--- config.mk ---
export PLATFORM = sky130hd
export DESIGN_NAME = seven_seg_scanner
export DESIGN_NICKNAME = d
export VERILOG_FILES = /design/src/rtl/seven_seg_scanner.sv
export SDC_FILE = /design/constraint.sdc
export NUM_CORES = 1
export LEC_CHECK = 0
export CAP_MARGIN = 20
export CELL_PAD_IN_SITES_DETAIL_PLACEMENT = 0
export CELL_PAD_IN_SITES_GLOBAL_PLACEMENT = 1
export CORE_MARGIN = 4
export CORE_UTILIZATION = 40
export DETAILED_ROUTE_END_ITERATION = 8
export DONT_BUFFER_PORTS = 1
export GPL_TIMING_DRIVEN = 0
export PLACE_DENSITY_LB_ADDON = 0.3
export SLEW_MARGIN = 25
export SYNTH_ARGS = -nofsm -noshare
export SYNTH_HDL_FRONTEND = slang
export SYNTH_SLANG_ARGS = --single-unit
--- constraint.sdc ---
create_clock -name clk -period 3.9 [get_ports clk]
set_clock_uncertainty 0.1 [all_clocks]
set_input_delay 0.78 -clock clk [delete_from_list [all_inputs] [get_ports clk]]
set_output_delay 0.78 -clock clk [all_outputs]
set_load 0.02 [all_outputs]
--- src/rtl/seven_seg_scanner.sv ---
// Four-digit common-anode seven-segment scanner. Values are posted into a
// pending register and only reach the display at a frame boundary, so a frame never tears.
module seven_seg_scanner #(
    parameter int REFRESH_DIV = 100000,
    parameter int BLANK_CYC   = 2,
    parameter bit LZ_BLANK    = 1'b1
) (
    input  logic        clk,
    input  logic        rst_n,
    input  logic        en,
    input  logic [15:0] value,
    input  logic [3:0]  dp_in,
    input  logic        load,
    output logic [6:0]  segments,
    output logic        dp,
    output logic [3:0]  anode_active,
    output logic        frame_done
);

    localparam int CW = (REFRESH_DIV > 2) ? $clog2(REFRESH_DIV) : 1;
    localparam logic [CW-1:0] TERM  = CW'(REFRESH_DIV - 1);
    localparam logic [CW-1:0] BLANK = CW'(BLANK_CYC);

    logic [CW-1:0] cnt, cnt_next;
    logic [1:0]    idx, idx_next;
    logic [15:0]   disp, pend;
    logic [3:0]    dp_disp, pend_dp;
    logic          pend_valid;
    logic          terminal, boundary, lead_zero;
    logic [3:0]    nibble;
    logic [6:0]    seg_next;

    // Segment vector bit 6 is segment a, bit 0 is segment g; 0 = lit.
    function automatic logic [6:0] hex7(input logic [3:0] n);
        case (n)
            4'h0:    hex7 = 7'b0000001;
            4'h1:    hex7 = 7'b1001111;
            4'h2:    hex7 = 7'b0010010;
            4'h3:    hex7 = 7'b0000110;
            4'h4:    hex7 = 7'b1001100;
            4'h5:    hex7 = 7'b0100100;
            4'h6:    hex7 = 7'b0100000;
            4'h7:    hex7 = 7'b0001111;
            4'h8:    hex7 = 7'b0000000;
            4'h9:    hex7 = 7'b0001100;
            4'hA:    hex7 = 7'b0001000;
            4'hB:    hex7 = 7'b1100000;
            4'hC:    hex7 = 7'b0110001;
            4'hD:    hex7 = 7'b1000010;
            4'hE:    hex7 = 7'b0110000;
            default: hex7 = 7'b0111000;
        endcase
    endfunction

    assign terminal = (cnt == TERM);
    assign boundary = en && terminal && (idx == 2'd3);
    assign nibble   = disp[{idx, 2'b00} +: 4];

    always_comb begin
        cnt_next = cnt + 1'b1;
        idx_next = idx;
        if (!en) begin
            cnt_next = '0;
            idx_next = '0;
        end else if (terminal) begin
            cnt_next = '0;
            idx_next = idx + 2'd1;
        end
    end

    // A digit is a leading zero when it and every digit to its left are zero.
    always_comb begin
        lead_zero = 1'b0;
        case (idx)
            2'd1:    lead_zero = (disp[15:4] == 12'h000);
            2'd2:    lead_zero = (disp[15:8] == 8'h00);
            2'd3:    lead_zero = (disp[15:12] == 4'h0);
            default: lead_zero = 1'b0;
        endcase
        seg_next = (LZ_BLANK && lead_zero) ? 7'h7F : hex7(nibble);
    end

    always_ff @(posedge clk or negedge rst_n) begin
        if (!rst_n) begin
            cnt <= '0;
            idx <= '0;
        end else begin
            cnt <= cnt_next;
            idx <= idx_next;
        end
    end

    // A load that coincides with the boundary bypasses pending and lands on the next frame.
    always_ff @(posedge clk or negedge rst_n) begin
        if (!rst_n) begin
            disp       <= '0;
            dp_disp    <= '0;
            pend       <= '0;
            pend_dp    <= '0;
            pend_valid <= 1'b0;
        end else if (boundary) begin
            if (load) begin
                disp    <= value;
                dp_disp <= dp_in;
            end else if (pend_valid) begin
                disp    <= pend;
                dp_disp <= pend_dp;
            end
            pend_valid <= 1'b0;
        end else if (load) begin
            pend       <= value;
            pend_dp    <= dp_in;
            pend_valid <= 1'b1;
        end
    end

    always_ff @(posedge clk or negedge rst_n) begin
        if (!rst_n) begin
            anode_active <= 4'hF;
            segments     <= 7'h7F;
            dp           <= 1'b1;
            frame_done   <= 1'b0;
        end else begin
            if (!en || cnt < BLANK) begin
                anode_active <= 4'hF;
                segments     <= 7'h7F;
                dp           <= 1'b1;
            end else begin
                anode_active <= ~(4'b0001 << idx);
                segments     <= seg_next;
                dp           <= ~dp_disp[idx];
            end
            frame_done <= boundary;
        end
    end

endmodule

-- Yosys cells after proc, flatten, opt, wreduce, memory -nomap -nowiden
Memory sizes are Yosys's and may differ from the RTL's.
Cells that the tools add are included.
- flip-flop bits (word level): 73
- bits in read-only memories: 112
- output and inout port bits: 13
- memories: 1
- memories (name ; depth ; bits a word ; rd ports ; clocked after Yosys merged registers in ; write ports ; line ; text):
    (name not given) ; 16 ; 7 ; 1 ; 0 ; 0 ; 35 ; case (n)
- $add $sub $neg: 2
- order comparisons: 2
- eq/ne operators: 5
- shift operators: 2
- mux-type cells: 17
- bitwise logic cells: 3
- reductions and logical operators: 11
- operators by type and width (cell ; number):
    17-bit 2-to-1 mux ; 2
    16-bit 2-to-1 mux ; 2
    17-bit by 1-bit adder with 17-bit output, second input constant ; 1
    17-bit == test, second input constant ; 1
    17-bit by 2-bit less-than comparator with 1-bit output, second input constant ; 1
    16-bit by 5-bit indexed part select with 4-bit output ; 1
    7-bit 2-to-1 mux ; 2
    12-bit logical NOT ; 1
    4-bit 2-to-1 mux ; 3
    8-bit logical NOT ; 1
    2-bit == test, second input constant ; 2
    4-bit logical NOT ; 1
    1-bit 2-to-1 mux ; 4
    2-bit 2-to-1 mux ; 2
    4-bit inverter ; 1
    2-bit AND reduction ; 2
    2-bit nonzero test ; 2
    1-bit by 2-bit << shifter with 4-bit output, first input constant ; 1
    2-bit by 3-bit less-than comparator with 1-bit output, second input constant ; 1
    1-bit case mux with 3 select lines ; 1
    2-bit by 1-bit adder with 2-bit output, second input constant ; 1
    1-bit binary-select mux with 2-bit select ; 1
    2-bit by 1-bit == test with 1-bit output, second input constant ; 1
    1-bit logical AND ; 2
    other kinds (4) ; 5

-- Logic depth before layout (Yosys ltp)
- depth in word-level cells: 5
- depth in mapped cells: 7

-- Least setup slack after synthesis
Ideal clock, no wire load.
- path type: reg-to-reg
- start: register cnt[5]
- end: register pend[0]
- library setup time: 0.125 ns
- data arrival time: 2.555 ns
- slack: 1.120 ns
- stages on the path, launching flop included: 7
- buffers on the path: 1
- period minus slack after synthesis: 2.780 ns
- cell sequence: dfrtp_1 or4_4 or4_4 or4_4 nand2_1 buf_6 mux2_2
- word-level cells in the longest chain between the ends: 5
- RTL lines (element ; line ; text):
    start, declared ; 24 ; logic [CW-1:0] cnt, cnt_next;
    start signal, assigned ; 88 ; cnt <= cnt_next;
    17-bit == test ; 55 ; assign terminal = (cnt == TERM);
    1-bit logical AND (2 in a row) ; 56 ; assign boundary = en && terminal && (idx == 2'd3);
    1-bit inverter (no line) ; -- ;
    2-bit AND reduction (no line) ; -- ;
    end signal, assigned ; 111 ; pend <= value;
    end, declared ; 26 ; logic [15:0] disp, pend;
Every way passes these cells.
A chain may end at the register's enable or synchronous reset.

-- Worst setup path after layout
- start: register cnt[5]
- end: register pend[12]
Same word-level chain as after synthesis.

==> results.txt <==
The flow ran to the end, and the final reports show no timing, DRC or antenna violations. The share of synthesized flip-flops with an asynchronous set or reset was 100%; the number of design rule violations left after detail routing was 0. At the placement stage, the worst setup path has a slack of 972 ps. The tools report the antenna cell count as 0. Global routing consumed, over all layers together, 16.0% of the routing resources.

The final RePlAce weighted congestion is 0.774. Counting flops with a built-in enable in the synthesized netlist gives 0. The run gives 0 as the Yosys warning count.

The region available for standard cell placement spans 8760 um2. TritonCTS built the clock tree. Across the run, the number of max-cap violations was 0. On the final layout, the worst hold slack is 26.6 ps. The clock reaches the later pin of the worst-skew pair after 350 ps.

In this run the count of I/O pins placed on the die edge is 37. The routed layout has 2477 vias. For the initial antenna violation count, the log shows 0. Start of the worst register-to-register path: cnt[5]$_DFF_PN0_.

Average footprint of a synthesized cell: 10.9 um2. The launching instance or port of the critical path was cnt[5]$_DFF_PN0_. Maximum number of buffers from clock root to sink: 2.

Setup repair after global routing left no endpoint under its margin. The startpoint type of the worst setup path was a flip-flop. Fmax: 340 MHz. Along the worst path, the maximum fanout reaches 10.

The number of global-route vias before repair was 2596; the final count of negative-setup-slack endpoints was 0. The total die area was 10700 um2; the power density normalized to cell area was 387 nW/um2. In this run, synthesis produced a sequential element count of 73. Among all flip-flop cells after synthesis, the most frequent one is sky130_fd_sc_hd__dfrtp_1.

The tools report the data required time at the worst endpoint as 4020 ps. The total overflow left after global routing is 0. Summed over all failing endpoints, the final setup total negative slack is 0 ps.

For the pin with the worst max-slew slack, the measured transition is 819 ps. The layout overhead on the synthesized area was 10.3%. Number of buffers inserted for hold repair after clock tree synthesis: 1. For this configuration, the core starts out at a cell density of 41.5%. Of the available clock period, the critical path in the final layout requires 75.4%. In this run the static leakage power is 0.00172 uW. After layout, the worst setup slack is 961 ps. The number of different library cells in the post-synthesis netlist came out at 41. The horizontal die dimension is 103 um.

The critical path is of the reg2reg type. The number of filler instances in the final layout is 843. The post-cts sizing count was 0; the layout cell share with drive strength beyond 1 was 18.2%.

The run gives 3630 um2 as the summed instance area of the synthesized netlist. The clock transition at the registers of the reported paths works out to 80 ps. Root cell of the clock tree: sky130_fd_sc_hd__clkbuf_8. The tools report the hold violation total from the final report as 0. For the finished layout, the period the worst path requires is 2940 ps.

The cell area after placement is 3770 um2. In this run, CTS created clock tree buffers numbering 9. The placed wire-length estimate is 5360 um, and the sequential cell area fraction in the yosys report is 50.7%. The tools report the final cell area excluding filler cells as 4010 um2.

When the netlist entered floorplanning its net count stood at 369. The tree built by TritonCTS fans out to 73 sinks. For the first-pass GRT wire length, the log shows 13100 um.

The number of instances in the synthesized netlist is 333. The logs give 3060 ps for the data arrival time of the critical path and 6 for the first-pass detailed-route iteration total. In this run the tool buffered the top-level ports with 0 buffer cells.

The detailed router finished its first iteration with 130 violations. After the last flow step, the layout net total stands at 383. For the CTS H-tree depth, the log shows 3. The tools report the number of post-CTS setup repair buffers as 0. The category of the worst setup path capture point is a flip-flop. The remaining number of nets flagged by the antenna check after routing was 0.

Wires add up to 7850 um. After detailed routing, the average wire length per cell comes to 17.1 um. For the number of placement rows, the log shows 34. The tightest min-delay check is of the in2async type.

The maximum vdd drop came out at 0.140 mV. After detailed routing, the number of vias per cell comes to 5.38. The worst pin sits at a relative slew slack of 45.2%. The pin count of the biggest net entering global routing was 69; the final max-slew violation count was 0. The die span in y came out at 103 um.
layout by cell type, fill, tap and decap left out, drive strengths merged, types with 5 or more instances in the layout:
cell type,count
o21ai,17
dfstp,12
inv,26
nor2,27
mux2i,7
a21oi,6
and2,6
a2bb2oi,16
xor2,5
nand3,23
ha,12
nor3,6
mux2,22
nor4,5
clkbuf,20
dfrtp,61
nand4,6
xnor2,10
nand2,21
final cells by class:
type	count	area, um2	share of cell area, %
multi-input cells	220	1620	40.4
plain buffers	14	76.3	1.90
clock buffers	10	128	3.18
repair buffers	3	30.0	0.749
flip-flops and latches	73	1840	45.9
clock inverters	6	82.6	2.06
well taps	108	135	3.37
inverters	26	97.6	2.43
stage by stage:
stage	util [%]	std cells	total power, uW
after floorplan	-	333	891
after global placement	43.0	441	908
after detailed placement	43.0	441	912
after CTS	45.5	458	1560
after global routing	45.7	460	1630
final	45.7	460	1550
Yosys cell counts (2+ instances only):
cell | instances | share of area (%)
sky130_fd_sc_hd__a22oi_1 | 2 | 0.41
sky130_fd_sc_hd__mux2i_1 | 7 | 1.9
sky130_fd_sc_hd__ha_1 | 12 | 4.1
sky130_fd_sc_hd__dfstp_2 | 12 | 8.7
sky130_fd_sc_hd__o211ai_1 | 3 | 0.62
sky130_fd_sc_hd__and3_1 | 2 | 0.34
sky130_fd_sc_hd__a32oi_1 | 4 | 0.96
sky130_fd_sc_hd__nand2_1 | 21 | 2.2
sky130_fd_sc_hd__nor3_1 | 6 | 0.83
sky130_fd_sc_hd__a2bb2oi_1 | 16 | 3.9
sky130_fd_sc_hd__o21ai_0 | 17 | 2.3
sky130_fd_sc_hd__mux4_2 | 4 | 2.5
sky130_fd_sc_hd__dfrtp_1 | 61 | 42
sky130_fd_sc_hd__and2_1 | 6 | 1.0
sky130_fd_sc_hd__clkbuf_1 | 10 | 1.0
sky130_fd_sc_hd__nor4_1 | 4 | 0.69
sky130_fd_sc_hd__mux2_2 | 22 | 6.8
sky130_fd_sc_hd__or4_4 | 3 | 0.93
sky130_fd_sc_hd__nand3_1 | 23 | 3.2
sky130_fd_sc_hd__xor2_1 | 5 | 1.2
sky130_fd_sc_hd__nor2b_1 | 2 | 0.34
sky130_fd_sc_hd__xnor2_1 | 10 | 2.4
sky130_fd_sc_hd__nand4_1 | 6 | 1.0
sky130_fd_sc_hd__nor2_1 | 26 | 2.7
sky130_fd_sc_hd__inv_1 | 26 | 2.7
sky130_fd_sc_hd__buf_6 | 3 | 0.93
sky130_fd_sc_hd__a21oi_1 | 6 | 0.83
routing by layer:
metal | share of wire [%] | global-route usage [%]
met1 | 47 | 21.4
met2 | 48 | 25.4
met3 | 4.0 | 4.09
met4 | 0.79 | 5.68
met5 | 0 | 0
cell families (layout without fill, tap and decap cells):
logic type               count (synthesis)  count (layout)  synth area share (%)
AND/OR/NAND/NOR                        106             106                  15.2
flip-flops                              73              73                  50.7
adder cells (fa/ha/maj)                 12              12                  4.13
buffers and inverters                   40              59                  4.79
AO/OA/AOI/OAI                           54              54                  10.3
multiplexers                            33              33                  11.2
XOR/XNOR                                15              15                  3.62
report_power, final:
part | internal [uW] | switching (uW) | total (uW)
Sequential | 792 | 23.9 | 816
Combinational | 40.7 | 47.5 | 88.2
Clock | 357 | 291 | 648
Total | 1190 | 363 | 1550
critical path, cell delays in order, from the launching register on:
cell	delay (ps)
sky130_fd_sc_hd__dfrtp_1	450
sky130_fd_sc_hd__or4_4	560
sky130_fd_sc_hd__or4_4	460
sky130_fd_sc_hd__or4_4	580
sky130_fd_sc_hd__nand2_1	140
sky130_fd_sc_hd__buf_6	180
sky130_fd_sc_hd__mux2_2	350
final timing paths:
path	to	slack, ps	cells after the start
max in group asynchronous	disp[4]$_DFFE_PN0P_	2320	1
min	pend[14]$_DFFE_PN0P_	30	0
max reg2reg	pend[12]$_DFFE_PN0P_	960	6
max	pend[12]$_DFFE_PN0P_	960	6
min in group clk	cnt[0]$_DFF_PN0_	390	1
min reg2reg	cnt[0]$_DFF_PN0_	390	1
flip-flops by register name, summed over array words and instances, names as in the netlist:
register      flops
anode_active      4
cnt              17
disp             16
dp                1
dp_disp           4
frame_done        1
idx               2
pend             16
pend_dp           4
pend_valid        1
segments          7
Note: power is estimated with default switching activity, not from simulation.
